**config.mk**
```make
export PLATFORM = sky130hd
export DESIGN_NAME = dmem_arbiter
export DESIGN_NICKNAME = d
export VERILOG_FILES = /design/src/rtl/dmem_arbiter.sv
export SDC_FILE = /design/constraint.sdc
export NUM_CORES = 1
export LEC_CHECK = 0
export CAP_MARGIN = 20
export CORE_AREA = 2 2 549 551
export DETAILED_ROUTE_END_ITERATION = 10
export DIE_AREA = 0 0 551 553
export MAX_ROUTING_LAYER = met4
export PLACE_DENSITY = 0.3
export SYNTH_ARGS = -nofsm -noshare
export SYNTH_HDL_FRONTEND = slang
export SYNTH_SLANG_ARGS = --single-unit
```
**constraint.sdc**
```tcl
create_clock -name clk_i -period 2.2 [get_ports clk_i]
set_clock_uncertainty 0.15 [all_clocks]
set_input_delay 0.44 -clock clk_i [delete_from_list [all_inputs] [get_ports clk_i]]
set_output_delay 0.44 -clock clk_i [all_outputs]
set_load 0.01 [all_outputs]
```
**src/rtl/dmem_arbiter.sv**
```systemverilog
// dmem_arbiter: shares the atomic/data-memory port among N requesters, one transaction at a time.
// Build option DMEM_ARB_FIXED_PRIO_EN: the lowest-index pending requester always wins (no round-robin).

module dmem_arb_pend (
  input  logic clk_i,
  input  logic rst_i,
  input  logic strobe_i,
  input  logic clr_i,
  output logic pend_o
);
  // A strobe landing in the same cycle as the clear keeps the bit set.
  always_ff @(posedge clk_i)
    if (rst_i) pend_o <= 1'b0;
    else       pend_o <= strobe_i | (pend_o & ~clr_i);
endmodule

module dmem_arbiter #(
  parameter int N      = 2,
  parameter int XLEN   = 32,
  parameter int CLSIZE = 256
) (
  input  logic                  clk_i,
  input  logic                  rst_i,
  input  logic [N-1:0]          req_strobe_i,
  input  logic [N*XLEN-1:0]     req_addr_i,
  input  logic [N-1:0]          req_rw_i,
  input  logic [N*CLSIZE-1:0]   req_data_i,
  input  logic [N-1:0]          req_is_amo_i,
  input  logic [N*5-1:0]        req_amo_type_i,
  output logic [N-1:0]          req_done_o,
  output logic [CLSIZE-1:0]     req_data_o,
  output logic [N-1:0]          core_id_o,
  output logic                  core_strobe_o,
  output logic [XLEN-1:0]       core_addr_o,
  output logic                  core_rw_o,
  output logic [CLSIZE-1:0]     core_data_o,
  output logic                  core_is_amo_o,
  output logic [4:0]            core_amo_type_o,
  input  logic                  core_done_i,
  input  logic [CLSIZE-1:0]     core_data_i
);
  localparam int PW = (N > 1) ? $clog2(N) : 1;

  typedef enum logic [1:0] {IDLE, ISSUE, WAIT, RESP} state_t;
  state_t state, state_nx;

  logic [N-1:0]             pending, pend_clr, lo_mask, hi_pend, scan_hi, scan_all;
  logic [PW-1:0]            rr_ptr, grant, winner, hi_idx, all_idx;
  logic                     hi_vld, all_vld;
  logic [CLSIZE-1:0]        resp_q;

  logic [N-1:0][XLEN-1:0]   addr_a;
  logic [N-1:0][CLSIZE-1:0] data_a;
  logic [N-1:0][4:0]        type_a;

  assign addr_a = req_addr_i;
  assign data_a = req_data_i;
  assign type_a = req_amo_type_i;

  for (genvar k = 0; k < N; k++) begin : g_lane
    dmem_arb_pend u_pend (
      .clk_i    (clk_i),
      .rst_i    (rst_i),
      .strobe_i (req_strobe_i[k]),
      .clr_i    (pend_clr[k]),
      .pend_o   (pending[k])
    );
  end

  // Circular search: lowest set bit at or above rr_ptr, else wrap to lowest set bit overall.
  assign lo_mask = (N'(1) << rr_ptr) - N'(1);
  assign hi_pend = pending & ~lo_mask;

  always_comb begin
    scan_hi  = hi_pend;
    scan_all = pending;
    hi_vld   = 1'b0;
    all_vld  = 1'b0;
    hi_idx   = '0;
    all_idx  = '0;
    for (int k = 0; k < N; k++) begin
      if (!hi_vld && scan_hi[0]) begin
        hi_vld = 1'b1;
        hi_idx = PW'(k);
      end
      if (!all_vld && scan_all[0]) begin
        all_vld = 1'b1;
        all_idx = PW'(k);
      end
      scan_hi  = scan_hi >> 1;
      scan_all = scan_all >> 1;
    end
    winner = hi_vld ? hi_idx : all_idx;
  end

`ifdef DMEM_ARB_FIXED_PRIO_EN
  assign rr_ptr = '0;
`else
  always_ff @(posedge clk_i)
    if (rst_i)              rr_ptr <= '0;
    else if (state == RESP) rr_ptr <= (int'(grant) == N-1) ? '0 : grant + PW'(1);
`endif

  always_ff @(posedge clk_i)
    if (rst_i) state <= IDLE;
    else       state <= state_nx;

  always_comb begin
    state_nx      = state;
    core_strobe_o = 1'b0;
    req_done_o    = '0;
    pend_clr      = '0;
    unique case (state)
      IDLE:  if (|pending) state_nx = ISSUE;
      ISSUE: begin
        core_strobe_o = 1'b1;
        state_nx      = core_done_i ? RESP : WAIT;
      end
      WAIT:  if (core_done_i) state_nx = RESP;
      RESP: begin
        req_done_o = core_id_o;
        pend_clr   = core_id_o;
        state_nx   = IDLE;
      end
      default: state_nx = IDLE;
    endcase
  end

  // Request fields are captured once per grant and held so the atomic unit sees stable decode inputs.
  always_ff @(posedge clk_i) begin
    if (rst_i) begin
      grant           <= '0;
      core_id_o       <= N'(1);
      core_addr_o     <= '0;
      core_rw_o       <= 1'b0;
      core_data_o     <= '0;
      core_is_amo_o   <= 1'b0;
      core_amo_type_o <= '0;
      resp_q          <= '0;
    end else begin
      if (state == IDLE && |pending) begin
        grant           <= winner;
        core_id_o       <= N'(1) << winner;
        core_addr_o     <= addr_a[winner];
        core_rw_o       <= req_rw_i[winner];
        core_data_o     <= data_a[winner];
        core_is_amo_o   <= req_is_amo_i[winner];
        core_amo_type_o <= type_a[winner];
      end
      if ((state == ISSUE || state == WAIT) && core_done_i)
        resp_q <= core_data_i;
    end
  end

  assign req_data_o = resp_q;

endmodule

```
==> results of run 1 <==
worst min-delay path, cell delays in order:
cell and delay (ps):
clkdlybuf4s50_1 420, nand2_1 60, a21oi_1 50
Yosys cell counts (all sizes together), types with 2 or more instances:
| library cell | instances | area (um^2) |
|---|---|---|
| o21a | 2 | 15.01 |
| inv | 6 | 22.52 |
| buf | 155 | 808.3 |
| ha | 5 | 62.56 |
| dfxtp | 558 | 11170 |
| a211oi | 2 | 15.01 |
| a31oi | 295 | 1846 |
| nor2 | 5 | 18.77 |
| nand2b | 2 | 12.51 |
| o21ai | 592 | 2974 |
| and2 | 2 | 15.02 |
| nand2 | 515 | 1933 |
| a21oi | 553 | 2768 |
| clkbuf | 162 | 608.1 |
flip-flops by register name, indices dropped and copies added, names as in the netlist:
register              count
g_lane.u_pend.pend_o      2
state                     2
core_rw_o                 1
rr_ptr                    1
core_data_o             256
core_id_o                 2
req_data_o              256
core_addr_o              32
core_amo_type_o           5
core_is_amo_o             1
per-stage QoR:
step,cells,utilization (%),cell area [um^2]
3_5_place_dp,8068,13.99,41790
6_report,8518,15.58,46560
3_3_place_gp,8068,13.99,41790
5_1_grt,8515,15.58,46550
4_1_cts,8431,15.47,46210
2_1_floorplan,2862,-,22340
what timing repair did:
action,in CTS,in global routing
pin swaps,0,2
hold endpoints to repair,240,0
setup buffers,0,3
gates resized for setup,786,20
hold buffers,215,0
cloned,0,2
setup endpoints to repair,553,35
logic make-up after synthesis:
logic type,Yosys count
AO/OA/AOI/OAI,1447
flip-flops,558
multiplexers,1
adder cells (fa/ha/maj),5
buffers and inverters,324
AND/OR/NAND/NOR,527
how the worst max path moves through the flow:
| stage | startpoint | to | depth (start not counted) |
|---|---|---|---|
| final | state[1] | core_strobe_o | 3 |
| after global routing | state[1] | core_strobe_o | 3 |
| after CTS | state[1] | core_strobe_o | 3 |
| after detailed placement | state[1] | core_data_o[81] | 8 |
| after global placement | g_lane[0].u_pend.pend_o | core_data_o[135] | 5 |
| after floorplan | state[0] | req_data_o[115] | 7 |
final cells by class:
| type | instances | area [um^2] | area share, % |
|---|---|---|---|
| multi-input combinational | 1980 | 9811 | 21.07 |
| inverter | 7 | 41.29 | 0.08868 |
| clock buffer | 126 | 2474 | 5.313 |
| sequential | 558 | 11220 | 24.10 |
| timing repair buffer | 1785 | 17550 | 37.69 |
| tap | 3958 | 4952 | 10.64 |
| clock inverter | 22 | 307.8 | 0.6611 |
| antenna | 82 | 205.2 | 0.4407 |
power breakdown:
group / switching (mW) / internal, mW
sequential: 1.76 / 13.1
combinational: 12.5 / 8.64
clock: 5.75 / 8.37
total: 20.0 / 30.1
routing by layer:
metal	wire length, um	GRT usage (%)	vias to the layer above
met5	0	-	-
met4	5092	3.219	0
met3	19610	4.868	220
met2	97850	21.89	1321
met1	79260	14.16	13905
li1	-	-	13417
==> reports/metrics.csv, run 1 <==
stage;metric;value;unit
finish;commonest non-fill, non-tap cells in the layout;clkdlybuf4s50_1, a21oi_1, dfxtp_1, nand2_1, o21ai_0;
place;worst slack at placement;6.901;ps
worst_setup_path;crit path DAT;1610;ps
hold_path;hold_sp;core_data_i[43];
finish;layout cells sized above 1;9.223;%
sta;Final min period;2202;ps
yosys;total number of yosys warnings;0;
floorplanning;die width;551;um
place;Final GP Congestion;0.8412;
floorplanning;FP Rows;201;
worst_setup_path;CP endpoint kind;primary output;
yosys;synthesized cell area;22340;um^2
floorplanning;IO Count;1407;
job;max cap viols;0;
sta;fin worst setup slack;-1.756;ps
sta;Peak Freq;454.2;MHz
sta;Final Hold Fails;0;
yosys;flops & latches, synth;558;
sta;worst hold margin;90.50;ps
sta;Max Slew Vio Count;0;
worst_setup_path;slowest library cell on the worst path;dfxtp_4;
clock_tree;Max clock buf depth;4;
yosys;mux cell area share after synthesis;0.04481;%
finish;Final nets;5275;
yosys;synthesized net count;3718;
clock_tree;TritonCTS Buffers;87;
yosys;register area share after synthesis;50.01;%
yosys;adder-cell share of the synthesized area;0.2801;%
worst_setup_path;setup slack, reg-to-reg;30;ps
floorplanning;core area;298800;um^2
pwr;Leak;17.63;nW
status;status;complete, but fails checks;
worst_setup_path;worst-path maximum fanout;4;
floorplanning;initial core utilization;7.476;%
sta;worst slew pin tran;682.3;ps
finish;fill count;34101;
clock_tree;Sink Count;558;
yosys;simple-gate portion of the synthesized area;8.963;%
pwr;PD cells;1077;nW/um^2
global_route;grt total ovfl;0;
route;First DRT Iteration DRCs;1728;
hold_path;Hold Path Class;primary input to flip-flop;
route;DRT antenna net count;0;
route;routed len/inst;23.69;um
floorplanning;die height;553;um
hold_path;hold path endpoint;req_data_o[43];
clock_tree;Clk pin slew, worst setup/hold paths;60;ps
finish;Area Overhead vs Synth;108.4;%
route;DRT Pass-1 Iters;6;
status;failing checks;negative setup slack;
sta;Worst slew margin;54.03;%
worst_setup_path;Worst path top cell family by delay;flip-flops;
place;post-DP HPWL;162500;um
worst_setup_path;WP data required;1610;ps
global_route;first-pass GRT wire length;265700;um
yosys;main flop type after synthesis;dfxtp_1;
global_route;largest net degree at the start of global routing;95;
route;total routed wirelength;201800;um
clock_tree;total number of H-tree levels;3;
global_route;vias in the first global route;29194;
sta;count of final setup violators;1;
sta;unrepaired setup endpoints after global routing;true;
global_route;initial antenna violation count;120;
yosys;Synth Area in XOR/XNOR;0;%
clock_tree;Root Buffer;clkbuf_16;
sta;setup TNS;-1.756;ps
worst_setup_path;launch point of the worst reg-to-reg path;state[1];
yosys;Post-synth ARST share;0;%
worst_setup_path;Worst Setup Start Kind;flip-flop;
worst_setup_path;critical-path cell list;inv_1 > ha_4 > buf_12;
route;via count;28863;
route;vias per inst;3.388;
place;port buffer count;1406;
worst_setup_path;FF-to-FF End;core_data_o[8];
clock_tree;CTS tree;done;
yosys;EDFF count, synth;0;
yosys;Mean Syn Cell Area;7.804;um^2
yosys;Synth Area in Compound Gates;34.24;%
worst_setup_path;CP Buf/Inv Count;2;
pwr;Pwr Total;50.14;mW
global_route;overall routing resource usage;12.92;%
finish;most common cell after layout, fill and taps aside;clkdlybuf4s50_1;
pwr;IR drop worst, VDD;0.0005451;V
sta;period utilisation layout;100.1;%
yosys;largest family of logic cells by synthesized area;compound AO/OA/AOI/OAI gates;
floorplanning;total die area;304700;um^2
worst_setup_path;Setup Crit Path Kind;flip-flop to primary output;
hold_path;Hold Path Stages;3;
yosys;Mapped Cells;2862;
worst_setup_path;Crit path largest cell delay;360;ps
yosys;Unique masters post-synth;29;
clock_tree;Worst-Skew Late Latency;810;ps
worst_setup_path;Worst R2R Path Depth;8;
route;Residual DRC;0;
Note: power is estimated with default switching activity, not from simulation.
==> run 2: changes to the inputs <==
- CELL_PAD_IN_SITES_DETAIL_PLACEMENT: not set -> 0
- CELL_PAD_IN_SITES_GLOBAL_PLACEMENT: not set -> 1
- CORE_AREA: 2 2 549 551 -> 2 2 543 545
- CTS_CLUSTER_SIZE: not set -> 40
- DIE_AREA: 0 0 551 553 -> 0 0 545 547
- PLACE_DENSITY: 0.3 -> 0.34
==> run 2 against run 1 <==
The run still ends with negative setup slack left. Power is 2.5% higher. Critical path type unchanged. Non-clock buffer count is 25 higher. Via count is 0.40% lower.
==> reports/metrics.csv, run 2 (synthesis gave the netlist of run 1 again) <==
stage;metric;value;unit
sta;count of final setup violators;2;
route;First DRT Iteration DRCs;1671;
global_route;grt total ovfl;0;
worst_setup_path;critical-path cell list;inv_2 > buf_6 > ha_4 > buf_12;
place;worst slack at placement;-42.88;ps
global_route;first-pass GRT wire length;273600;um
finish;layout cells sized above 1;10.47;%
place;post-DP HPWL;167500;um
floorplanning;total die area;298100;um^2
finish;commonest non-fill, non-tap cells in the layout;clkdlybuf4s50_1, a21oi_1, dfxtp_1, nand2_1, o21ai_0;
sta;setup TNS;-13.28;ps
worst_setup_path;Worst Setup Start Kind;flip-flop;
worst_setup_path;stages on the worst setup path;4;
worst_setup_path;CP endpoint kind;primary output;
clock_tree;Root Buffer;clkbuf_16;
sta;worst hold margin;79.62;ps
sta;Final min period;2207;ps
floorplanning;initial core utilization;7.635;%
route;routed len/inst;24.64;um
route;DRT antenna net count;0;
floorplanning;IO Count;1407;
finish;Area Overhead vs Synth;109.2;%
floorplanning;FP Rows;199;
clock_tree;Worst-Skew Late Latency;780;ps
status;status;complete, but fails checks;
worst_setup_path;Worst R2R Path Depth;6;
finish;fill count;33464;
finish;fin cells;8496;
clock_tree;total number of H-tree levels;3;
sta;Final Hold Fails;0;
finish;multi-input logic area;9831;um^2
worst_setup_path;WP data required;1610;ps
hold_path;Hold Path Class;primary input to flip-flop;
worst_setup_path;slowest library cell on the worst path;dfxtp_2;
pwr;Leak;17.82;nW
clock_tree;Sink Count;558;
global_route;overall routing resource usage;13.70;%
route;DRT Pass-1 Iters;6;
worst_setup_path;Setup Crit Path Kind;flip-flop to primary output;
worst_setup_path;CP Buf/Inv Count;3;
floorplanning;core area;292600;um^2
route;total routed wirelength;209300;um
route;vias per inst;3.384;
worst_setup_path;Worst path top cell family by delay;flip-flops;
finish;Final nets;5303;
worst_setup_path;crit path DAT;1620;ps
finish;Reg area;11210;um^2
worst_setup_path;Crit path largest cell delay;340;ps
clock_tree;Max clock buf depth;4;
route;Residual DRC;0;
place;dpl cells;8078;
job;max cap viols;0;
clock_tree;TritonCTS Buffers;89;
floorplanning;die height;547;um
finish;most common cell after layout, fill and taps aside;clkdlybuf4s50_1;
sta;fin worst setup slack;-6.977;ps
place;Final GP Congestion;0.8101;
status;failing checks;negative setup slack;
clock_tree;CTS tree;done;
clock_tree;Clk pin slew, worst setup/hold paths;60;ps
floorplanning;die width;545;um
sta;unrepaired setup endpoints after global routing;true;
sta;Max Slew Vio Count;0;
pwr;PD cells;1100;nW/um^2
place;port buffer count;1406;
global_route;largest net degree at the start of global routing;81;
global_route;initial antenna violation count;103;
sta;Peak Freq;453.1;MHz
sta;period utilisation layout;100.3;%
global_route;vias in the first global route;29556;
sta;worst slew pin tran;745.2;ps
pwr;IR drop worst, VDD;0.0006227;V
route;via count;28748;
worst_setup_path;worst-path maximum fanout;3;
sta;Worst slew margin;50.31;%
hold_path;Hold Path Stages;3;
pwr;Pwr Total;51.41;mW
run 2: cell types whose count changed in the layout (fill, tap and decap cells not counted), moves of 5 or more:
cell / previous run / this run
buf_12: 48 / 53
buf_4: 117 / 161
clkbuf_1: 24 / 19
clkbuf_8: 15 / 23
clkdlybuf4s15_2: 50 / 57
diode_2: 82 / 71
dlygate4sd3_1: 215 / 186
run 2: metrics by stage:
stage | util [%] | instance area (um^2)
CTS | 15.89 | 46490
detailed placement | 14.42 | 42190
finish | 15.97 | 46730
global route | 15.97 | 46710
floorplan | - | 22340
global placement | 14.42 | 42190
run 2: path summary, 6_finish.rpt:
kind                     endpoint  slack, ps                     from
setup / recovery    core_strobe_o         -7                 state[1]
hold / removal    req_data_o[145]         80         core_data_i[145]
setup reg to reg  core_data_o[91]         80  g_lane[1].u_pend.pend_o
hold reg to reg   req_data_o[190]        300          req_data_o[190]
run 2: area by class of cell:
| class | instances | share of cell area, % |
|---|---|---|
| Antenna cell | 71 | 0.3802 |
| Multi-Input combinational cell | 1981 | 21.04 |
| Clock inverter | 18 | 0.4284 |
| Inverter | 7 | 0.09907 |
| Tap cell | 3919 | 10.49 |
| Clock buffer | 132 | 5.650 |
| Sequential cell | 558 | 23.99 |
| Timing Repair Buffer | 1810 | 37.92 |
run 2: what timing repair did:
action                                  in CTS  in global routing
endpoints found under the hold margin      208                  0
gates cloned                                 0                  1
hold buffers                               186                  0
pin swaps                                    3                  1
endpoints found under the setup margin     565                 60
setup buffers                               10                  0
gates resized for setup                    798                 17
run 2: power by group:
| group | internal [mW] | switching (mW) |
|---|---|---|
| sequential | 13.1 | 1.78 |
| clock | 8.58 | 5.86 |
| combinational | 9.17 | 12.9 |
run 2: worst reg2reg max path: cells and delay by family (launching register included):
family,cells,cell delay (ps)
buffers and inverters,4,1010
AO/OA/AOI/OAI,2,450
flip-flops,1,420
run 2: routing by layer:
metal	routed length, um	GRT usage (%)	up-vias
li1	-	-	13469
met1	84330	15.38	13874
met2	103000	23.51	1215
met3	18120	4.438	190
met4	3870	2.869	0
met5	0	-	-
